`src/rtl/rs_pkg.sv`:
```
// Shared types for the reservation station: entry state encoding, the
// "no producer" tag and the entry record.
package rs_pkg;

  // Entry record widths; the station's DATA_W/TAG_W/OP_W must not exceed these.
  localparam int RS_DATA_W = 16;
  localparam int RS_TAG_W  = 4;
  localparam int RS_OP_W   = 3;

  localparam int TAG_NONE = 0;

  typedef enum logic [1:0] {
    ST_FREE  = 2'd0,
    ST_WAIT  = 2'd1,
    ST_READY = 2'd2
  } ent_state_e;

  typedef struct packed {
    ent_state_e           state;
    logic [RS_OP_W-1:0]   op;
    logic [RS_DATA_W-1:0] vj;
    logic [RS_DATA_W-1:0] vk;
    logic [RS_TAG_W-1:0]  qj;
    logic [RS_TAG_W-1:0]  qk;
    logic [RS_TAG_W-1:0]  tag;
  } rs_entry_t;

endpackage

```
`src/rtl/rs_age_picker.sv`:
```
// One-hot select of the oldest ready entry; age[j][i] = 1 means j is older than i.
module rs_age_picker #(
  parameter int DEPTH = 4
) (
  input  logic [DEPTH-1:0]            ready,
  input  logic [DEPTH-1:0][DEPTH-1:0] age,
  output logic [DEPTH-1:0]            sel
);

  always_comb begin
    sel = '0;
    for (int i = 0; i < DEPTH; i++) begin
      logic older;
      older = 1'b0;
      for (int j = 0; j < DEPTH; j++)
        older = older | (ready[j] & age[j][i]);
      sel[i] = ready[i] & ~older;
    end
  end

endmodule

```
`src/rtl/rs_station.sv`:
```
// Reservation station: issue into the lowest free entry, capture CDB results,
// dispatch the oldest ready entry using an age matrix.
module rs_station
  import rs_pkg::*;
#(
  parameter int DEPTH  = 4,
  parameter int DATA_W = RS_DATA_W,
  parameter int TAG_W  = RS_TAG_W,
  parameter int OP_W   = RS_OP_W
) (
  input  logic                       clk1,
  input  logic                       rst,
  input  logic                       iss_valid,
  output logic                       iss_ready,
  input  logic [OP_W-1:0]            iss_op,
  input  logic [DATA_W-1:0]          iss_vj,
  input  logic [DATA_W-1:0]          iss_vk,
  input  logic [TAG_W-1:0]           iss_qj,
  input  logic [TAG_W-1:0]           iss_qk,
  input  logic [TAG_W-1:0]           iss_tag,
  input  logic                       cdb_valid,
  input  logic [TAG_W-1:0]           cdb_tag,
  input  logic [DATA_W-1:0]          cdb_data,
  output logic                       disp_valid,
  input  logic                       disp_ready,
  output logic [OP_W-1:0]            disp_op,
  output logic [DATA_W-1:0]          disp_vj,
  output logic [DATA_W-1:0]          disp_vk,
  output logic [TAG_W-1:0]           disp_tag,
  output logic [$clog2(DEPTH+1)-1:0] occupancy
);

  localparam int OCC_W = $clog2(DEPTH+1);

  rs_entry_t                   ent_q [DEPTH];
  rs_entry_t                   ent_d [DEPTH];
  rs_entry_t                   new_ent;
  logic [DEPTH-1:0][DEPTH-1:0] age_q, age_d;
  logic [OCC_W-1:0]            occ_q;
  logic [DEPTH-1:0]            free_v, rdy_v, busy_v, alloc, sel;
  logic                        iss_fire, disp_fire, cdb_ok;
  logic [RS_TAG_W-1:0]         cdb_tag_e;

  always_comb begin
    for (int i = 0; i < DEPTH; i++) begin
      free_v[i] = (ent_q[i].state == ST_FREE);
      rdy_v[i]  = (ent_q[i].state == ST_READY);
      busy_v[i] = ~free_v[i];
    end
  end

  assign alloc     = free_v & (~free_v + DEPTH'(1));
  assign iss_ready = |free_v;
  assign iss_fire  = iss_valid & iss_ready;
  assign disp_valid = |rdy_v;
  assign disp_fire = disp_valid & disp_ready;
  assign cdb_ok    = cdb_valid && (cdb_tag != TAG_W'(TAG_NONE));
  assign cdb_tag_e = RS_TAG_W'(cdb_tag);
  assign occupancy = occ_q;

  rs_age_picker #(.DEPTH(DEPTH)) u_pick (
    .ready (rdy_v),
    .age   (age_q),
    .sel   (sel)
  );

  // Incoming entry, with same-cycle bypass of a matching CDB broadcast
  always_comb begin
    new_ent.op  = RS_OP_W'(iss_op);
    new_ent.tag = RS_TAG_W'(iss_tag);
    new_ent.vj  = RS_DATA_W'(iss_vj);
    new_ent.vk  = RS_DATA_W'(iss_vk);
    new_ent.qj  = RS_TAG_W'(iss_qj);
    new_ent.qk  = RS_TAG_W'(iss_qk);
    if (cdb_ok && iss_qj == cdb_tag) begin
      new_ent.vj = RS_DATA_W'(cdb_data);
      new_ent.qj = '0;
    end
    if (cdb_ok && iss_qk == cdb_tag) begin
      new_ent.vk = RS_DATA_W'(cdb_data);
      new_ent.qk = '0;
    end
    new_ent.state = (new_ent.qj == '0 && new_ent.qk == '0) ? ST_READY : ST_WAIT;
  end

  always_comb begin
    for (int i = 0; i < DEPTH; i++) begin
      ent_d[i] = ent_q[i];
      if (ent_q[i].state == ST_WAIT) begin
        if (cdb_ok && ent_q[i].qj == cdb_tag_e) begin
          ent_d[i].vj = RS_DATA_W'(cdb_data);
          ent_d[i].qj = '0;
        end
        if (cdb_ok && ent_q[i].qk == cdb_tag_e) begin
          ent_d[i].vk = RS_DATA_W'(cdb_data);
          ent_d[i].qk = '0;
        end
        if (ent_d[i].qj == '0 && ent_d[i].qk == '0)
          ent_d[i].state = ST_READY;
      end
      if (disp_fire && sel[i])
        ent_d[i].state = ST_FREE;
      if (iss_fire && alloc[i])
        ent_d[i] = new_ent;
    end
  end

  // New entry is younger than every currently busy entry
  always_comb begin
    age_d = age_q;
    if (iss_fire) begin
      for (int i = 0; i < DEPTH; i++) begin
        if (alloc[i]) begin
          age_d[i] = '0;
          for (int j = 0; j < DEPTH; j++)
            age_d[j][i] = busy_v[j];
        end
      end
    end
  end

  always_ff @(posedge clk1) begin
    if (rst) begin
      for (int i = 0; i < DEPTH; i++) ent_q[i] <= '0;
      age_q <= '0;
      occ_q <= '0;
    end else begin
      for (int i = 0; i < DEPTH; i++) ent_q[i] <= ent_d[i];
      age_q <= age_d;
      case ({iss_fire, disp_fire})
        2'b10:   occ_q <= occ_q + OCC_W'(1);
        2'b01:   occ_q <= occ_q - OCC_W'(1);
        default: occ_q <= occ_q;
      endcase
    end
  end

  always_comb begin
    disp_op  = '0;
    disp_vj  = '0;
    disp_vk  = '0;
    disp_tag = '0;
    for (int i = 0; i < DEPTH; i++) begin
      if (sel[i]) begin
        disp_op  = OP_W'(ent_q[i].op);
        disp_vj  = DATA_W'(ent_q[i].vj);
        disp_vk  = DATA_W'(ent_q[i].vk);
        disp_tag = TAG_W'(ent_q[i].tag);
      end
    end
  end

endmodule

```
`config.mk`:
```
export PLATFORM = sky130hd
export DESIGN_NAME = rs_station
export DESIGN_NICKNAME = d
export VERILOG_FILES = /design/src/rtl/rs_pkg.sv /design/src/rtl/rs_age_picker.sv /design/src/rtl/rs_station.sv
export SDC_FILE = /design/constraint.sdc
export NUM_CORES = 1
export LEC_CHECK = 0
export CAP_MARGIN = 20
export CORE_ASPECT_RATIO = 0.75
export CORE_MARGIN = 3
export CORE_UTILIZATION = 55
export DETAILED_ROUTE_END_ITERATION = 10
export PLACE_DENSITY = 0.77
export RECOVER_POWER = 50
export SKIP_LAST_GASP = 1
export SLEW_MARGIN = 15
export SYNTH_ARGS = -nofsm -noshare
export SYNTH_HDL_FRONTEND = slang
export SYNTH_SLANG_ARGS = --single-unit
```
`constraint.sdc`:
```
create_clock -name clk1 -period 4.6 [get_ports clk1]
set_clock_uncertainty 0.2 [all_clocks]
set_input_delay 0.69 -clock clk1 [delete_from_list [all_inputs] [get_ports clk1]]
set_output_delay 0.69 -clock clk1 [all_outputs]
set_load 0.05 [all_outputs]
```
==> results_dict.tcl <==
set metrics [dict create \
    outcome "finished, violations left" \
    failed_checks "capacitance limit, slew limit" \
    synth_xor_area_share_pct 3.109 \
    grt_max_degree 95 \
    peakVddDrop_v 0.0002821 \
    pin_count 116 \
    hp-start "ent_q[3][1]$_SDFFE_PP0P_" \
    cts_inserted_buffers 22 \
    clock.fmax_mhz 234.6 \
    final-setup-viol-count 0 \
    initialDrtViolationCount 1696 \
    reg2regPathDepth 6 \
    setup.worst_path.end_class "output pin" \
    grt.total_usage_pct 32.17 \
    synth_edf_count 0 \
    hold_violations 0 \
    powerDensity_nw_per_um2 355.4 \
    clk_latency_ns 0.51 \
    gp_congestion 0.9531 \
    overflow 0 \
    slowest_delay_ns 0.79 \
    synth-compound-area-share_pct 26.08 \
    hold_buffers 0 \
    fin_area_um2 13590 \
    grt_antenna_before_repair 0 \
    antennaDiodeCount 0 \
    drc 0 \
    startpoint "ent_q[0][47]$_SDFFE_PP0P_" \
    p_leak_nw 4.711 \
    core_region_area_um2 20660 \
    drv_slew 48 \
    synth_top_cell_by_area "dfxtp_1" \
    yosys_warnings 0 \
    dieArea_um2 23330 \
    ys_seq_area_share_pct 36.38 \
    syn_to_final_growth_pct 14.88 \
    crit_family "buffers and inverters" \
    cts_repair_resize_count 0 \
    path_cells "or3b_1, a2111oi_4, buf_4, nand3_1, a31oi_1, mux2_2, clkdlybuf4s50_1" \
    cts_buffer_depth 3 \
    final.setup.tns_ns 0 \
    ys_top_cells_by_area "dfxtp_1 (36%), nand2_1 (6.0%), a21oi_1 (4.1%)" \
    drtAntennaViolNets 0 \
    path_buf_inv 2 \
    synth_common_cells "dfxtp_1 (215), nand2_1 (190), nor2_1 (117), a21oi_1 (98), o21ai_0 (97)" \
    io_buffers 115 \
    r2r_setup_slack_ns 0.88 \
    yosysTopAreaCellShare_pct 36.38 \
    syn-instance-count 1483 \
    layout_min_cycle_time_ns 4.263 \
    hp-class "flop to flop" \
    avgSynthCellArea_um2 7.979 \
    synth_seq_cells 215 \
    r2r-start "ent_q[3][48]$_SDFFE_PP0P_" \
    yosys.area_share.simple_pct 20.20 \
    clkTransAtPathRegs_ns 0.07 \
    synth_fa_ha_area_share_pct 0.2749 \
    post-dp-hpwl_um 25440 \
    initial_utilization_pct 57.26 \
    final_layout_size_suffix_gt1_share_pct 11.38 \
    worstMarginPinSlew_ns 1.804 \
    required_ns 3.71 \
    synth_top_family_by_area "compound AO/OA/AOI/OAI gates" \
    clockRootBuffer "clkbuf_16" \
    maxCapViolations 2 \
    r2r_end "ent_q[3][36]$_SDFFE_PP0P_" \
    ys_types 67 \
    synth_most_common_cell "dfxtp_1" \
    vias 11710 \
    criticalPathCategory "flop to output pin" \
    wirelength_um 38800 \
    relSlewSlack_pct -20.24 \
    die_w_um 175.4 \
    synth-main-ff-cell "dfxtp_1" \
    critPathSlowestCell "clkdlybuf4s50_1" \
    syn_area_um2 11830 \
    row_count 45 \
    postCtsSetupBuffers 0 \
    first_pass_iters 6 \
    ys_async_sr_fraction_pct 0 \
    vias_per_cell 6.431 \
    syn-num-nets 1557 \
    die_h_um 133.0 \
    clock-sinks 215 \
    power_mw 4.831 \
    rsz0062_at_grt "false" \
    finalCritPeriodShare_pct 92.66 \
    wl_per_cell_um 21.32 \
    grt_pass1_vias 10870 \
    final_nets 1597 \
    htreeDepth 1 \
    whs_endpoint "ent_q[3][1]$_SDFFE_PP0P_" \
    synthMuxAreaShare_pct 6.419 \
    grt_pass1_wl_um 60820 \
    placed_area_um2 12910 \
    fin_util_pct 65.78 \
    crit_path_start_kind "flop" \
    cts_tree "done" \
    crit_path_max_fanout 13 \
    hold_slack_ns 0.2523 \
    whs_path_depth 2 \
    crit_arrival_ns 3.37 \
]
[registers in the layout (all words and copies together), names as in the netlist]
register	count
age_q	16
ent_q	196
occupancy	3
[cells by family after synthesis]
family,Yosys count
XOR/XNOR,42
AND/OR/NAND/NOR,508
multiplexers,71
flip-flops,215
AO/OA/AOI/OAI,451
adder cells (fa/ha/maj),2
buffers and inverters,194
[metal layers]
layer	global-route usage (%)	share of wire [%]
met5	0	0
met4	9.787	3.1
met3	6.799	12
met2	47.77	42
met1	46.81	43
[cell usage in the layout, fill, tap and decap left out, drive strengths merged, types with 30 or more instances in the layout]
cell,Yosys,layout
a211oi,32,32
a21boi,32,32
a21oi,101,101
a22oi,51,51
a31oi,63,63
buf,55,67
clkbuf,86,45
clkdlybuf4s50,0,74
dfxtp,215,215
inv,53,53
mux2,39,39
mux2i,32,32
nand2,191,191
nand3,53,53
nor2,117,117
nor3,78,78
o21ai,99,99
o221ai,30,30
xnor2,32,32
[worst register-to-register path: cells and delay by family (launching register included)]
kind	cells	cell delay, ns
AND/OR/NAND/NOR	3	1.77
buffers and inverters	1	0.81
flip-flops	1	0.40
AO/OA/AOI/OAI	2	0.36
[how the worst max path moves through the flow]
stage	endpoint	slack, ns	cells after the start
global route	disp_vk[3]	0.22	6
CTS	disp_vk[3]	0.35	7
finish	disp_vk[3]	0.34	7
global placement	ent_q[0][36]$_SDFFE_PP0P_	0.93	7
floorplan	occupancy[2]$_SDFFE_PP0P_	1.61	9
detailed placement	disp_vk[3]	0.89	7
[cell type report]
class                      instances  area, µm²
clock inverter                     4      95.09
inverter                          53      198.9
multi-input combinational       1074       6614
clock buffer                      35      680.7
fill                            1785       7071
sequential                       215       4304
timing repair buffer             157       1348
tap                              282      352.8
[metrics by stage]
stage	worst slack, ns	std cells
2_1_floorplan	1.607	1483
3_3_place_gp	0.9301	1780
3_5_place_dp	0.8936	1781
4_1_cts	0.3483	1820
5_1_grt	0.2169	1820
6_report	0.3375	1820
[where the power goes]
part	internal, mW	leakage [nW]	switching [mW]
Sequential	1.97	1.75	0.0682
Clock	1.18	0.380	0.755
Combinational	0.299	2.58	0.561
Total	3.45	4.71	1.38
Note: power is estimated with default switching activity, not from simulation.
==> variant (same settings) <==
`DEPTH` is set to 4 in 2 places; all go to 8.
--- a/src/rtl/rs_age_picker.sv
+++ b/src/rtl/rs_age_picker.sv
@@ -1,6 +1,6 @@
 // One-hot select of the oldest ready entry; age[j][i] = 1 means j is older than i.
 module rs_age_picker #(
-  parameter int DEPTH = 4
+  parameter int DEPTH = 8
 ) (
   input  logic [DEPTH-1:0]            ready,
   input  logic [DEPTH-1:0][DEPTH-1:0] age,
--- a/src/rtl/rs_station.sv
+++ b/src/rtl/rs_station.sv
@@ -3,7 +3,7 @@
 module rs_station
   import rs_pkg::*;
 #(
-  parameter int DEPTH  = 4,
+  parameter int DEPTH  = 8,
   parameter int DATA_W = RS_DATA_W,
   parameter int TAG_W  = RS_TAG_W,
   parameter int OP_W   = RS_OP_W
Interface: changed (resized occupancy); port bits go from 116 to 117. The function was not compared with the original's and may differ.
==> variant against the unedited design <==
The run still ends with capacitance limit, slew limit left. Critical path depth is 1 higher. Die area is 100% higher. Routed wire length up 110%. Worst setup slack lost 0.22 ns. Total power rose by 110%. Synthesized area increased by 110%. Sequential cell count rose by 245. Design area is 100% higher. Clock power up 110%.
==> variant: results (changes against the unedited design) <==
[status]
status = finished, violations left
violations = capacitance limit, slew limit

[finish]
layout.clock_buffers = 75  ; +110%
largest_register_ff_count = 392  ; +100%
layout.nets = 2860  ; +79%
number_of_flip_flops_and_latches = 460  ; +110%
inv_count = 14  ; -74%
non_clock_buffer_count = 197  ; +25%
area_share_nonclk_buffers_pct = 7.422  ; -2.5 points
final_layout_size_suffix_gt1_share_pct = 16.70  ; +5.3 points
multi_input_gates = 2066  ; +92%
final-seq-area_um2 = 9209  ; +110%

[worst_setup_path]
worstReg2RegStart = ent_q[0][47]$_SDFFE_PP0P_
crit_arrival_ns = 3.60  ; +0.23 ns
timing.critical_path.max_delay_family = compound AO/OA/AOI/OAI gates
cpMaxStageDelayCell = dfxtp_1
register_to_register_setup_slack_ns = 0.20  ; -0.68 ns
crit_path_max_fanout = 21  ; +8

[place]
place.port_buffers = 116  ; +0.87%
dp_hpwl_um = 49690  ; +95%

[synthesis]
synth.cells.most_frequent = 460 x dfxtp_1, 394 x nor2_1, 292 x a211oi_1
synth_largest_type_area_fraction_pct = 37.43  ; +1.1 points
syn-mean-instance-area_um2 = 8.678  ; +8.8%
netlist_top_cells_area = dfxtp_1 37%, mux2_2 9.9%, a211oi_1 8.9%

[pwr]
total_switching_power_uw = 2922  ; +110%
p_clk_uw = 3980  ; +110%
power.leakage_uw = 0.009684  ; +110%
worst_vdd_ir_mv = 0.3054  ; +8.3%

[job]
max_capacitance_violation_total = 14  ; +12

[routing]
vias = 22663  ; +94%
wl_met3_um = 9122  ; +100%
met2_length_um = 34620  ; +110%
avgRoutedWirePerCell_um = 23.54  ; +10%
drt-pass1-iter-count = 5  ; -1
wl_met1_um = 33000  ; +97%

[global_route]
grt_use_total_pct = 32.50  ; +0.32 points
grt_max_degree = 147  ; +55%
gr-usage-met3_pct = 7.155  ; +0.36 points
number_of_global_route_vias_before_repair = 21654  ; +99%
grt_util_met2_pct = 50.02  ; +2.3 points
grt_use_met1_pct = 44.57  ; -2.2 points

[sta]
timing_max_transition_violations_final = 592  ; +1100%
max_slew.worst_pin.slew_ns = 2.478  ; +0.6749 ns

[clock_network]
cts_inserted_buffers = 45  ; +100%

[worst_hold_path]
holdCritStartpoint = ent_q[1][3]$_SDFFE_PP0P_

## variant: through the flow
stage / area, µm² / power, µW / worst slack, ns
2_1_floorplan: 24600 / 5630 / 0.8353
3_3_place_gp: 26120 / 6218 / 0.6877
3_5_place_dp: 26120 / 6274 / 0.6331
4_1_cts: 27700 / 10200 / 0.02286
5_1_grt: 27600 / 10510 / 0.007717
6_report: 27600 / 10200 / 0.1149
## variant: cell families after synthesis
kind of cell	count (synthesis)	synth area share, %
flops	460	37.43
fa+ha+maj	4	0.2340
xor+xnor	75	2.701
buf+inv	309	5.991
compound gates	713	21.03
mux	272	12.41
simple gates	1002	20.21
## variant: path summary, 6_finish.rpt
path / endpoint / cells after the start
min: ent_q[1][3]$_SDFFE_PP0P_ / 2
max: disp_vk[4] / 8
min reg2reg: ent_q[1][3]$_SDFFE_PP0P_ / 2
max reg2reg: ent_q[1][15]$_SDFFE_PP0P_ / 6
